## config.mk

```make
export PLATFORM = sky130hd
export DESIGN_NAME = sub_arbiter
export DESIGN_NICKNAME = d
export VERILOG_FILES = /design/src/rtl/sub_arbiter.sv
export SDC_FILE = /design/constraint.sdc
export NUM_CORES = 1
export LEC_CHECK = 0
export CAP_MARGIN = 20
export CORE_MARGIN = 2
export CORE_UTILIZATION = 47
export CTS_CLUSTER_DIAMETER = 120
export CTS_CLUSTER_SIZE = 28
export DETAILED_ROUTE_END_ITERATION = 8
export HOLD_SLACK_MARGIN = 0.05
export PLACE_DENSITY = 0.8
export SLEW_MARGIN = 20
export SYNTH_ARGS = -nofsm -noshare
export SYNTH_HDL_FRONTEND = slang
export SYNTH_SLANG_ARGS = --single-unit
```

## constraint.sdc

```tcl
create_clock -name clk -period 9.4 [get_ports clk]
set_clock_uncertainty 0.2 [all_clocks]
set_input_delay 1.88 -clock clk [delete_from_list [all_inputs] [get_ports clk]]
set_output_delay 1.88 -clock clk [all_outputs]
set_load 0.005 [all_outputs]
```

## src/rtl/sub_arbiter.sv

```systemverilog
// sub_arbiter: two requesters share one 16-bit ripple subtractor through a
// round-robin arbiter and a two-stage valid/ready pipeline.

// RippleSubtractor16: the shared 16-bit ripple subtractor, S = A - B, with
// signed positive (Op) and negative (On) overflow flags.
module RippleSubtractor16 (
    input  logic [15:0] A,
    input  logic [15:0] B,
    output logic [15:0] S,
    output logic        Op,
    output logic        On
);

    // Ripple A + ~B + 1 from LSB to MSB, one full adder per bit
    always_comb begin
        logic w_carry;
        w_carry = 1'b1;
        S       = 16'd0;
        for (int i = 0; i < 16; i++) begin
            S[i]    = A[i] ^ ~B[i] ^ w_carry;
            w_carry = (A[i] & ~B[i]) | (w_carry & (A[i] ^ ~B[i]));
        end
    end

    // Overflow happens only when the operand signs differ and the result sign
    // disagrees with A: positive minus negative or negative minus positive
    always_comb begin
        Op = ~A[15] &  B[15] &  S[15];
        On =  A[15] & ~B[15] & ~S[15];
    end

endmodule

module sub_arbiter #(
    parameter int SAT = 0
) (
    input  logic               clk,
    input  logic               rst,
    input  logic               req0_valid,
    output logic               req0_ready,
    input  logic signed [15:0] req0_a,
    input  logic signed [15:0] req0_b,
    input  logic               req1_valid,
    output logic               req1_ready,
    input  logic signed [15:0] req1_a,
    input  logic signed [15:0] req1_b,
    output logic               rsp_valid,
    input  logic               rsp_ready,
    output logic signed [15:0] rsp_data,
    output logic               rsp_id,
    output logic               rsp_op,
    output logic               rsp_on,
    output logic               busy,
    output logic [7:0]         ovf_cnt
);

    logic               r_aValid;
    logic signed [15:0] r_aA;
    logic signed [15:0] r_aB;
    logic               r_aId;

    logic               r_bValid;
    logic signed [15:0] r_bData;
    logic               r_bId;
    logic               r_bOp;
    logic               r_bOn;

    logic               r_lastGrant;
    logic [7:0]         r_ovfCnt;

    logic [15:0]        w_subS;
    logic               w_subOp;
    logic               w_subOn;
    logic [15:0]        w_resData;
    logic               w_drain;
    logic               w_aAdvance;
    logic               w_aCanAccept;
    logic               w_grant0;
    logic               w_grant1;
    logic               w_accept0;
    logic               w_accept1;

    RippleSubtractor16 u_sub (
        .A  (r_aA),
        .B  (r_aB),
        .S  (w_subS),
        .Op (w_subOp),
        .On (w_subOn)
    );

    // Pipeline flow control: B drains on a response handshake, A moves into B
    // whenever B is empty or draining, and A takes a new pair when it frees up
    always_comb begin
        w_drain      = r_bValid & rsp_ready;
        w_aAdvance   = r_aValid & (~r_bValid | rsp_ready);
        w_aCanAccept = ~r_aValid | w_aAdvance;
    end

    // Round-robin grant: a lone requester always wins, on a tie the one that
    // was not granted last wins (r_lastGrant=1 means requester 1 went last)
    always_comb begin
        w_grant0 = req0_valid;
        w_grant1 = req1_valid;
        if (req0_valid && req1_valid) begin
            w_grant0 = r_lastGrant;
            w_grant1 = ~r_lastGrant;
        end
    end

    // Readies are forced low during reset; grants imply valid so at most one
    // ready is ever high and the accept terms follow directly
    always_comb begin
        req0_ready = w_aCanAccept & w_grant0 & ~rst;
        req1_ready = w_aCanAccept & w_grant1 & ~rst;
        w_accept0  = req0_ready & req0_valid;
        w_accept1  = req1_ready & req1_valid;
    end

    // Saturating mode replaces overflowed differences with the nearest limit;
    // the flags themselves pass through untouched in both modes
    always_comb begin
        w_resData = w_subS;
        if (SAT != 0) begin
            if (w_subOp) begin
                w_resData = 16'h7FFF;
            end else if (w_subOn) begin
                w_resData = 16'h8000;
            end
        end
    end

    // Stage A captures the granted operand pair only on its acceptance edge,
    // and the last-grant pointer moves only when something is accepted
    always_ff @(posedge clk or posedge rst) begin
        if (rst) begin
            r_aValid    <= 1'b0;
            r_aA        <= 16'sd0;
            r_aB        <= 16'sd0;
            r_aId       <= 1'b0;
            r_lastGrant <= 1'b1;
        end else begin
            if (w_accept0 || w_accept1) begin
                r_aValid    <= 1'b1;
                r_aA        <= w_accept1 ? req1_a : req0_a;
                r_aB        <= w_accept1 ? req1_b : req0_b;
                r_aId       <= w_accept1;
                r_lastGrant <= w_accept1;
            end else if (w_aAdvance) begin
                r_aValid <= 1'b0;
            end
        end
    end

    // Stage B registers the subtractor result of stage A and holds it
    // unchanged while the response is stalled
    always_ff @(posedge clk or posedge rst) begin
        if (rst) begin
            r_bValid <= 1'b0;
            r_bData  <= 16'sd0;
            r_bId    <= 1'b0;
            r_bOp    <= 1'b0;
            r_bOn    <= 1'b0;
        end else begin
            if (w_aAdvance) begin
                r_bValid <= 1'b1;
                r_bData  <= w_resData;
                r_bId    <= r_aId;
                r_bOp    <= w_subOp;
                r_bOn    <= w_subOn;
            end else if (w_drain) begin
                r_bValid <= 1'b0;
            end
        end
    end

    // Count consumed responses that carried an overflow flag, sticking at 255
    always_ff @(posedge clk or posedge rst) begin
        if (rst) begin
            r_ovfCnt <= 8'd0;
        end else if (w_drain && (r_bOp || r_bOn) && (r_ovfCnt != 8'hFF)) begin
            r_ovfCnt <= r_ovfCnt + 8'd1;
        end
    end

    assign rsp_valid = r_bValid;
    assign rsp_data  = r_bData;
    assign rsp_id    = r_bId;
    assign rsp_op    = r_bOp;
    assign rsp_on    = r_bOn;
    assign busy      = r_aValid | r_bValid;
    assign ovf_cnt   = r_ovfCnt;

endmodule

```

==> summary.md, run 1 <==
| Metric | Value |
|---|---|
| Run status | finished clean |
| Placer congestion estimate | 0.907 |
| Htree depth | 3 |
| Initial Util | just under 50% |
| Final Cycle Share | 72.9% |
| CTS tree | done |
| Cells after Synth | 272 |
| Min-Delay Path Class | reg -> reg |
| DRT Pass-1 Iters | 4 |
| Placement row count | 30 |
| Total CTS buffers | 9 |
| DRT iter0 DRCs | 167 |
| Vias in the first global route | between 2000 and 3000 |
| Port bufs | 99 |
| Chip width | ~87 microns |
| Die ar. | between 7000 and 8000 sq um |
| # nets final | 451 |
| N_diodes | 0 |
| Setup_tns | 0 ns |
| Post-CTS setup buffers | 0 |
| CTS Hold Bufs | 0 |
| Power Dens Cells | 220 nW/um^2 |
| Design area | 4400 sq um |
| R2r setup slk | 2.55 ns |
| Root Driver | clkbuf_8 |
| Synth Area per Inst | 11.9 sq um |
| Vias | 2559 |
| Vias per inst | 5.70 |
| Critical path fanouts, max | 3 |
| Wirelength, routed | 7830 microns |
| Clock Path Buffers | 2 |
| Leakage power | around 1.9 nW |
| Fill cell count | 510 |
| DP Wirelength | 5590 microns |
| Cell Area, Synth | 3230 sq um |
| Syn Nets | 359 |
| Total GRT Usage | 21.9% |
| Clock-pin slew on the worst setup and hold paths | 0.06 ns |
| # setup viols final | 0 |
| Synth warn | 0 |
| Clock latency on the worst-skew pair | 0.33 ns |
| Post-CTS Resized | 0 |
| DP Area | 4230 sq um |
| Distinct cells, synth | 40 |
| DRC | 0 |
| Final Util | 65.5% |
| First-pass GRT wire length | around 13000 microns |
| Leading cell type in the layout, fill and taps excluded | clkdlybuf4s50_1 |
| Crit end category | register |
| WS Path Type | reg -> reg |
| Worst path arrival time | 6.86 ns |
| Most frequent cells in the layout | clkdlybuf4s50_1 (99), dfrtp_1 (62), a2bb2oi_1 (33) |
| Seq cells post-synth | 63 |
| Worst VDD drop | 0.000102 V |
| Critical Path RT | 9.41 ns |
| CTS sink count | 63 |
| DRT antenna net count | 0 |
| Largest net degree at the start of global routing | 68 |
| Slew Viols, Final | 0 |
| Inst Count DP | 433 |
| P&R area growth vs syn | 36.2% |
| Seq/Total Area, Yosys | between 40 and 50% |
| Worst Tran Pin Value | between 0.8 and 0.9 ns |
| I/O pin total | 100 |
| Total gr overflow | 0 |
| Achievable frequency | 0.146 GHz |
| Final hold viol count | 0 |
| Core box area | 6720 sq um |
| Initial antenna violation count | 0 |
| Fraction of layout cells with a size suffix above 1 | 7.32% |
| Final Non-Filler Cells | around 450 |
| RSZ-0062 raised after global routing | false |
| Slew Limit Headroom | between 40% and 50% |
| Max cap viols | 0 |
| Crit path time final | 6.85 ns |
| Die Ht | roughly 87 microns |
| Mean routed wirelength per cell | 17.4 microns |
| Startpoint types | register |
-- critical path: stages, from the launching register on --
cell and delay, ns:
dfrtp_1 0.35, inv_1 0.05, ha_1 0.22, fa_1 0.39, fa_1 0.39, fa_1 0.38, fa_1 0.40, fa_1 0.39
fa_1 0.40, fa_1 0.39, fa_1 0.39, fa_1 0.37, inv_1 0.08, fa_1 0.15, inv_1 0.05, fa_1 0.38
fa_1 0.41, fa_1 0.39, fa_1 0.39, xor2_1 0.24, nor2_1 0.06, mux2_2 0.26
-- cells in the mapped netlist (all sizes together) --
cell / n / area share (%)
o2bb2ai: 1 / 0.27
a21bo: 1 / 0.31
nor3: 2 / 0.31
xor2: 4 / 1.1
nor2: 5 / 0.58
nand3b: 1 / 0.23
dfrtp: 62 / 48
nand4: 1 / 0.19
nand2: 5 / 0.66
o211ai: 1 / 0.39
o211a: 1 / 0.31
o21ai: 2 / 0.31
nor4b: 1 / 0.46
a22o: 1 / 0.27
nand2b: 3 / 0.58
a2111oi: 1 / 0.27
a2bb2oi: 33 / 8.9
or3: 1 / 0.19
nand3: 4 / 0.62
or2: 1 / 0.19
fa: 14 / 8.7
clkbuf: 4 / 0.46
and3: 1 / 0.19
o32ai: 32 / 8.7
inv: 32 / 3.7
buf: 17 / 3.2
mux2: 5 / 1.7
and2: 2 / 0.39
a21o: 1 / 0.23
dfstp: 1 / 0.81
a21oi: 14 / 2.2
nor2b: 1 / 0.19
a211oi: 2 / 0.46
ha: 4 / 1.5
mux2i: 9 / 2.8
xnor2: 1 / 0.27
and4: 1 / 0.27
-- cell type report --
class | instances | area [sq um] | area share (%)
multi-input combinational | 156 | 1420 | 32.2
sequential | 63 | 1580 | 35.9
clock buffer | 16 | 170 | 3.87
tap | 80 | 100 | 2.27
timing repair buffer | 102 | 1010 | 23.0
inverter | 32 | 120 | 2.73
-- per-stage QoR --
step	worst slack [ns]	power, mW	hold slack, ns
after floorplan	2.89	0.589	0.251
after global placement	2.71	0.760	0.270
after detailed placement	2.55	0.774	0.286
after CTS	2.53	0.981	0.305
after global routing	2.25	1.04	0.332
final	2.55	0.970	0.300
-- state kept, by name, summed over array words and instances (netlist names) --
register,flops
rsp_valid,1
r_aValid,1
rsp_data,16
r_aId,1
r_aB,16
rsp_on,1
ovf_cnt,8
r_lastGrant,1
rsp_id,1
r_aA,16
rsp_op,1
-- power by group --
part / internal [mW] / leakage [nW] / switching, mW
registers: 0.349 / 0.718 / 0.0613
logic: 0.209 / 1.07 / 0.146
clock network: 0.111 / 0.0850 / 0.0933
-- path summary, 6_finish.rpt --
kind	start	to	cells past startpoint
worst max-delay path	r_aA[0]$_DFFE_PP0P_	rsp_op$_DFFE_PP0P_	21
worst min-delay path	r_aId$_DFFE_PP0P_	r_aId$_DFFE_PP0P_	1
worst max register to register	r_aA[0]$_DFFE_PP0P_	rsp_op$_DFFE_PP0P_	21
worst min register to register	r_aId$_DFFE_PP0P_	r_aId$_DFFE_PP0P_	1
max in group asynchronous	rst	r_aA[4]$_DFFE_PP0P_	3
min in group asynchronous	rst	rsp_data[13]$_DFFE_PP0P_	3
-- metal layers --
layer  vias up  GRT usage [%]  wire (microns)
met5         -              0               0
met4         0           9.66             116
met3         9           4.08             402
li1       1190              -               -
met1      1263           29.9            3440
met2        97           34.4            3870
-- cells by family (layout without fill, tap and decap cells) --
group | Yosys count | count (layout) | synth area share, %
DFF | 63 | 63 | 48.8
and+or+nand+nor | 29 | 29 | 5.07
AOI/OAI and AO/OA | 90 | 90 | 22.6
adders and majority gates | 18 | 18 | 10.2
muxes | 14 | 14 | 4.53
xor gates and xnor gates | 5 | 5 | 1.35
buffers and inverters | 53 | 150 | 7.39
Note: power is estimated with default switching activity, not from simulation.
==> inputs of run 2 (changes only) <==
--- a/config.mk
+++ b/config.mk
@@ -7,12 +7,12 @@
 export LEC_CHECK = 0
 export CAP_MARGIN = 20
 export CORE_MARGIN = 2
-export CORE_UTILIZATION = 47
+export CORE_UTILIZATION = 42
 export CTS_CLUSTER_DIAMETER = 120
 export CTS_CLUSTER_SIZE = 28
 export DETAILED_ROUTE_END_ITERATION = 8
 export HOLD_SLACK_MARGIN = 0.05
-export PLACE_DENSITY = 0.8
+export PLACE_DENSITY = 0.76
 export SLEW_MARGIN = 20
 export SYNTH_ARGS = -nofsm -noshare
 export SYNTH_HDL_FRONTEND = slang
==> constraint.sdc (replaced) <==
create_clock -name clk -period 6.2 [get_ports clk]
set_clock_uncertainty 0.2 [all_clocks]
set_input_delay 1.24 -clock clk [delete_from_list [all_inputs] [get_ports clk]]
set_output_delay 1.24 -clock clk [all_outputs]
set_load 0.005 [all_outputs]
==> run 2 against run 1 <==
Compared with the run above: worst setup slack worse by 2.5 ns; wire length increased by 0.70%; critical path depth is the same; largest cell class unchanged; final cell count rose by 4.9%; utilization shrank 3.9 points; clock power rose by 82%; sequential power up 52%.
==> summary.md, run 2 (synthesis results as in run 1) <==
| Metric | Value |
|---|---|
| Run status | finished clean |
| Reg2Reg Depth | 21 (unchanged) |
| Final hold viol count | 0 (unchanged) |
| Largest net degree at the start of global routing | 67 (-1.5%) |
| Core box area | 7370 sq um (+9.7%) |
| Wirelength, routed | 7880 microns (+0.70%) |
| Fraction of layout cells with a size suffix above 1 | 13.4% (+6.1 points) |
| RR Startpoint | r_aA[0]$_DFFE_PP0P_ |
| Worst Tran Pin Value | 1.07 ns (+0.266 ns) |
| Overall Power | 1.57 mW (+62%) |
| Total GRT Usage | 19.3% (-2.6 points) |
| Fin Hold WS | 0.305 ns (+0.00528 ns) |
| I/O pin total | 100 (unchanged) |
| Crit path time final | 6.14 ns (-0.712 ns) |
| N_diodes | 0 (unchanged) |
| Leakage power | 1.91 nW (+1.7%) |
| Initial Util | 43.9% (-4.2 points) |
| Worst path arrival time | 6.16 ns (-0.70 ns) |
| Crit end category | register |
| Vias per inst | 5.46 (-4.3%) |
| Placer congestion estimate | 0.805 (-11%) |
| Initial antenna violation count | 0 (unchanged) |
| Chip width | 91.7 microns (+5.5%) |
| CP most frequent cell | fa_2 |
| # setup viols final | 0 (unchanged) |
| DRC | 0 (unchanged) |
| Slowest-stage cell, CP | fa_2 |
| P&R area growth vs syn | 40.4% |
| Startpoint types | register |
| Achievable frequency | 0.163 GHz (+12%) |
| Worst Hold Path EP | r_aId$_DFFE_PP0P_ |
| Worst VDD drop | 0.000151 V (+49%) |
| Clock latency on the worst-skew pair | 0.34 ns (about the same) |
| DRT antenna net count | 0 (unchanged) |
| Power Dens Cells | 347 nW/um^2 (+57%) |
| Slew Viols, Final | 0 (unchanged) |
| Worst path cell trace | inv_1, ha_2, fa_2, fa_2, fa_2, fa_2, fa_2, fa_2, fa_2, fa_2, fa_2, inv_2, fa_2, inv_2, fa_2, fa_2, fa_2, fa_2, xor2_2, nor2_1, mux2_2 |
| Crit-path max cell delay | 0.37 ns (-0.04 ns) |
| Total CTS buffers | 9 (unchanged) |
| DRT Pass-1 Iters | 4 (unchanged) |
| Leading cell type in the layout, fill and taps excluded | clkdlybuf4s50_1 |
| Most frequent cells in the layout | clkdlybuf4s50_1 (99), dfrtp_1 (62), a2bb2oi_1 (33) |
| Die ar. | 8410 sq um (+11%) |
| DP Wirelength | 5540 microns (-0.89%) |
| CTS Hold Bufs | 0 (unchanged) |
| Slew Limit Headroom | 28.9% (-18 points) |
| Vias in the first global route | 2571 (+0.31%) |
| Final Cycle Share | 99.0% (+26 points) |
| Port bufs | 99 (unchanged) |
| DRT iter0 DRCs | 102 (-39%) |
| CTS tree | done |
| Final Non-Filler Cells | 471 (+4.9%) |
| Critical path fanouts, max | 2 (-1) |
| RSZ-0062 raised after global routing | true |
| Clock Path Buffers | 2 (unchanged) |
| Placement row count | 31 (+3.3%) |
| Hold path cells | 1 (unchanged) |
| Max cap viols | 0 (unchanged) |
| Total gr overflow | 0 (unchanged) |
| Root Driver | clkbuf_8 |
| Inst Count DP | 454 (+4.8%) |
| Mean routed wirelength per cell | 16.7 microns (-4.0%) |
| WS Path Type | reg -> reg |
| R2r setup slk | 0.06 ns (-2.49 ns) |
| First-pass GRT wire length | 12800 microns (+1.8%) |
| Critical Path RT | 6.22 ns (-3.19 ns) |
| Vias | 2570 (+0.43%) |
| Die Ht | 91.7 microns (+5.5%) |
| Htree depth | 3 (unchanged) |
| Min-Delay Path Class | reg -> reg |
| # nets final | 454 (+0.67%) |
| Hold Path Origin | r_aId$_DFFE_PP0P_ |
| FF-to-FF End | rsp_op$_DFFE_PP0P_ |
| Clock-pin slew on the worst setup and hold paths | 0.07 ns (about the same) |
| CTS sink count | 63 (unchanged) |
==> run 2: routing by layer <==
| metal | track usage [%] | vias to the layer above | part of all wire [%] |
|---|---|---|---|
| met5 | 0 | - | 0 |
| met4 | 5.97 | 0 | 1.2 |
| met3 | 4.35 | 11 | 5.3 |
| met2 | 29.9 | 91 | 47 |
| met1 | 27.2 | 1276 | 47 |
| li1 | - | 1192 | - |
==> run 2: repair_timing <==
item,4_1_cts,5_1_grt
endpoints found under the setup margin,3,3
endpoints found under the hold margin,0,0
setup buffers,1,0
pin swaps,1,0
gates resized for setup,7,3
==> run 2: how the worst max path moves through the flow <==
| stage | to | depth (start not counted) | from |
|---|---|---|---|
| floorplan | rsp_op$_DFFE_PP0P_ | 21 | r_aA[0]$_DFFE_PP0P_ |
| global placement | rsp_op$_DFFE_PP0P_ | 21 | r_aA[0]$_DFFE_PP0P_ |
| detailed placement | rsp_op$_DFFE_PP0P_ | 21 | r_aA[0]$_DFFE_PP0P_ |
| CTS | rsp_on$_DFFE_PP0P_ | 22 | r_aA[0]$_DFFE_PP0P_ |
| global route | rsp_op$_DFFE_PP0P_ | 21 | r_aA[0]$_DFFE_PP0P_ |
| finish | rsp_op$_DFFE_PP0P_ | 21 | r_aA[0]$_DFFE_PP0P_ |
==> run 2: critical path: cells and delay by family, from the launching register on <==
kind	cells	cell delay, ns
multiplexers	1	0.25
XOR/XNOR	1	0.16
flip-flops	1	0.34
AND/OR/NAND/NOR	1	0.05
adder cells (fa/ha/maj)	15	4.85
buffers and inverters	3	0.16
==> run 2: layout make-up <==
cell class | count | area (sq um)
Fill cell | 602 | 2830
Sequential cell | 63 | 1580
Timing Repair Buffer | 105 | 1040
Multi-Input combinational cell | 156 | 1460
Inverter | 32 | 120
Clock buffer | 13 | 169
Clock inverter | 3 | 40.0
Tap cell | 99 | 124
==> run 2: per-stage QoR <==
stage	worst slack [ns]	cell area (sq um)	setup TNS, ns	util (%)
detailed placement	-0.197	4300	-0.485	58.3
floorplan	0.0283	3250	0	-
CTS	0.0153	4530	0	61.5
finish	0.0617	4540	0	61.6
global route	-0.115	4540	-0.249	61.6
global placement	-0.0840	4280	-0.156	58.1
==> run 2: report_power, final <==
| group | leakage (nW) | internal (mW) | total (mW) | switching, mW |
|---|---|---|---|---|
| Sequential | 0.718 | 0.529 | 0.623 | 0.0931 |
| Clock | 0.109 | 0.218 | 0.371 | 0.153 |
| Combinational | 1.08 | 0.344 | 0.579 | 0.235 |
==> inputs of run 3 (changes only) <==
--- a/config.mk
+++ b/config.mk
@@ -13,7 +13,6 @@
 export DETAILED_ROUTE_END_ITERATION = 8
 export HOLD_SLACK_MARGIN = 0.05
 export PLACE_DENSITY = 0.76
-export SLEW_MARGIN = 20
 export SYNTH_ARGS = -nofsm -noshare
 export SYNTH_HDL_FRONTEND = slang
 export SYNTH_SLANG_ARGS = --single-unit
==> results of run 3 <==
No change in the layout: final DEF, timing and power equal those of run 2.
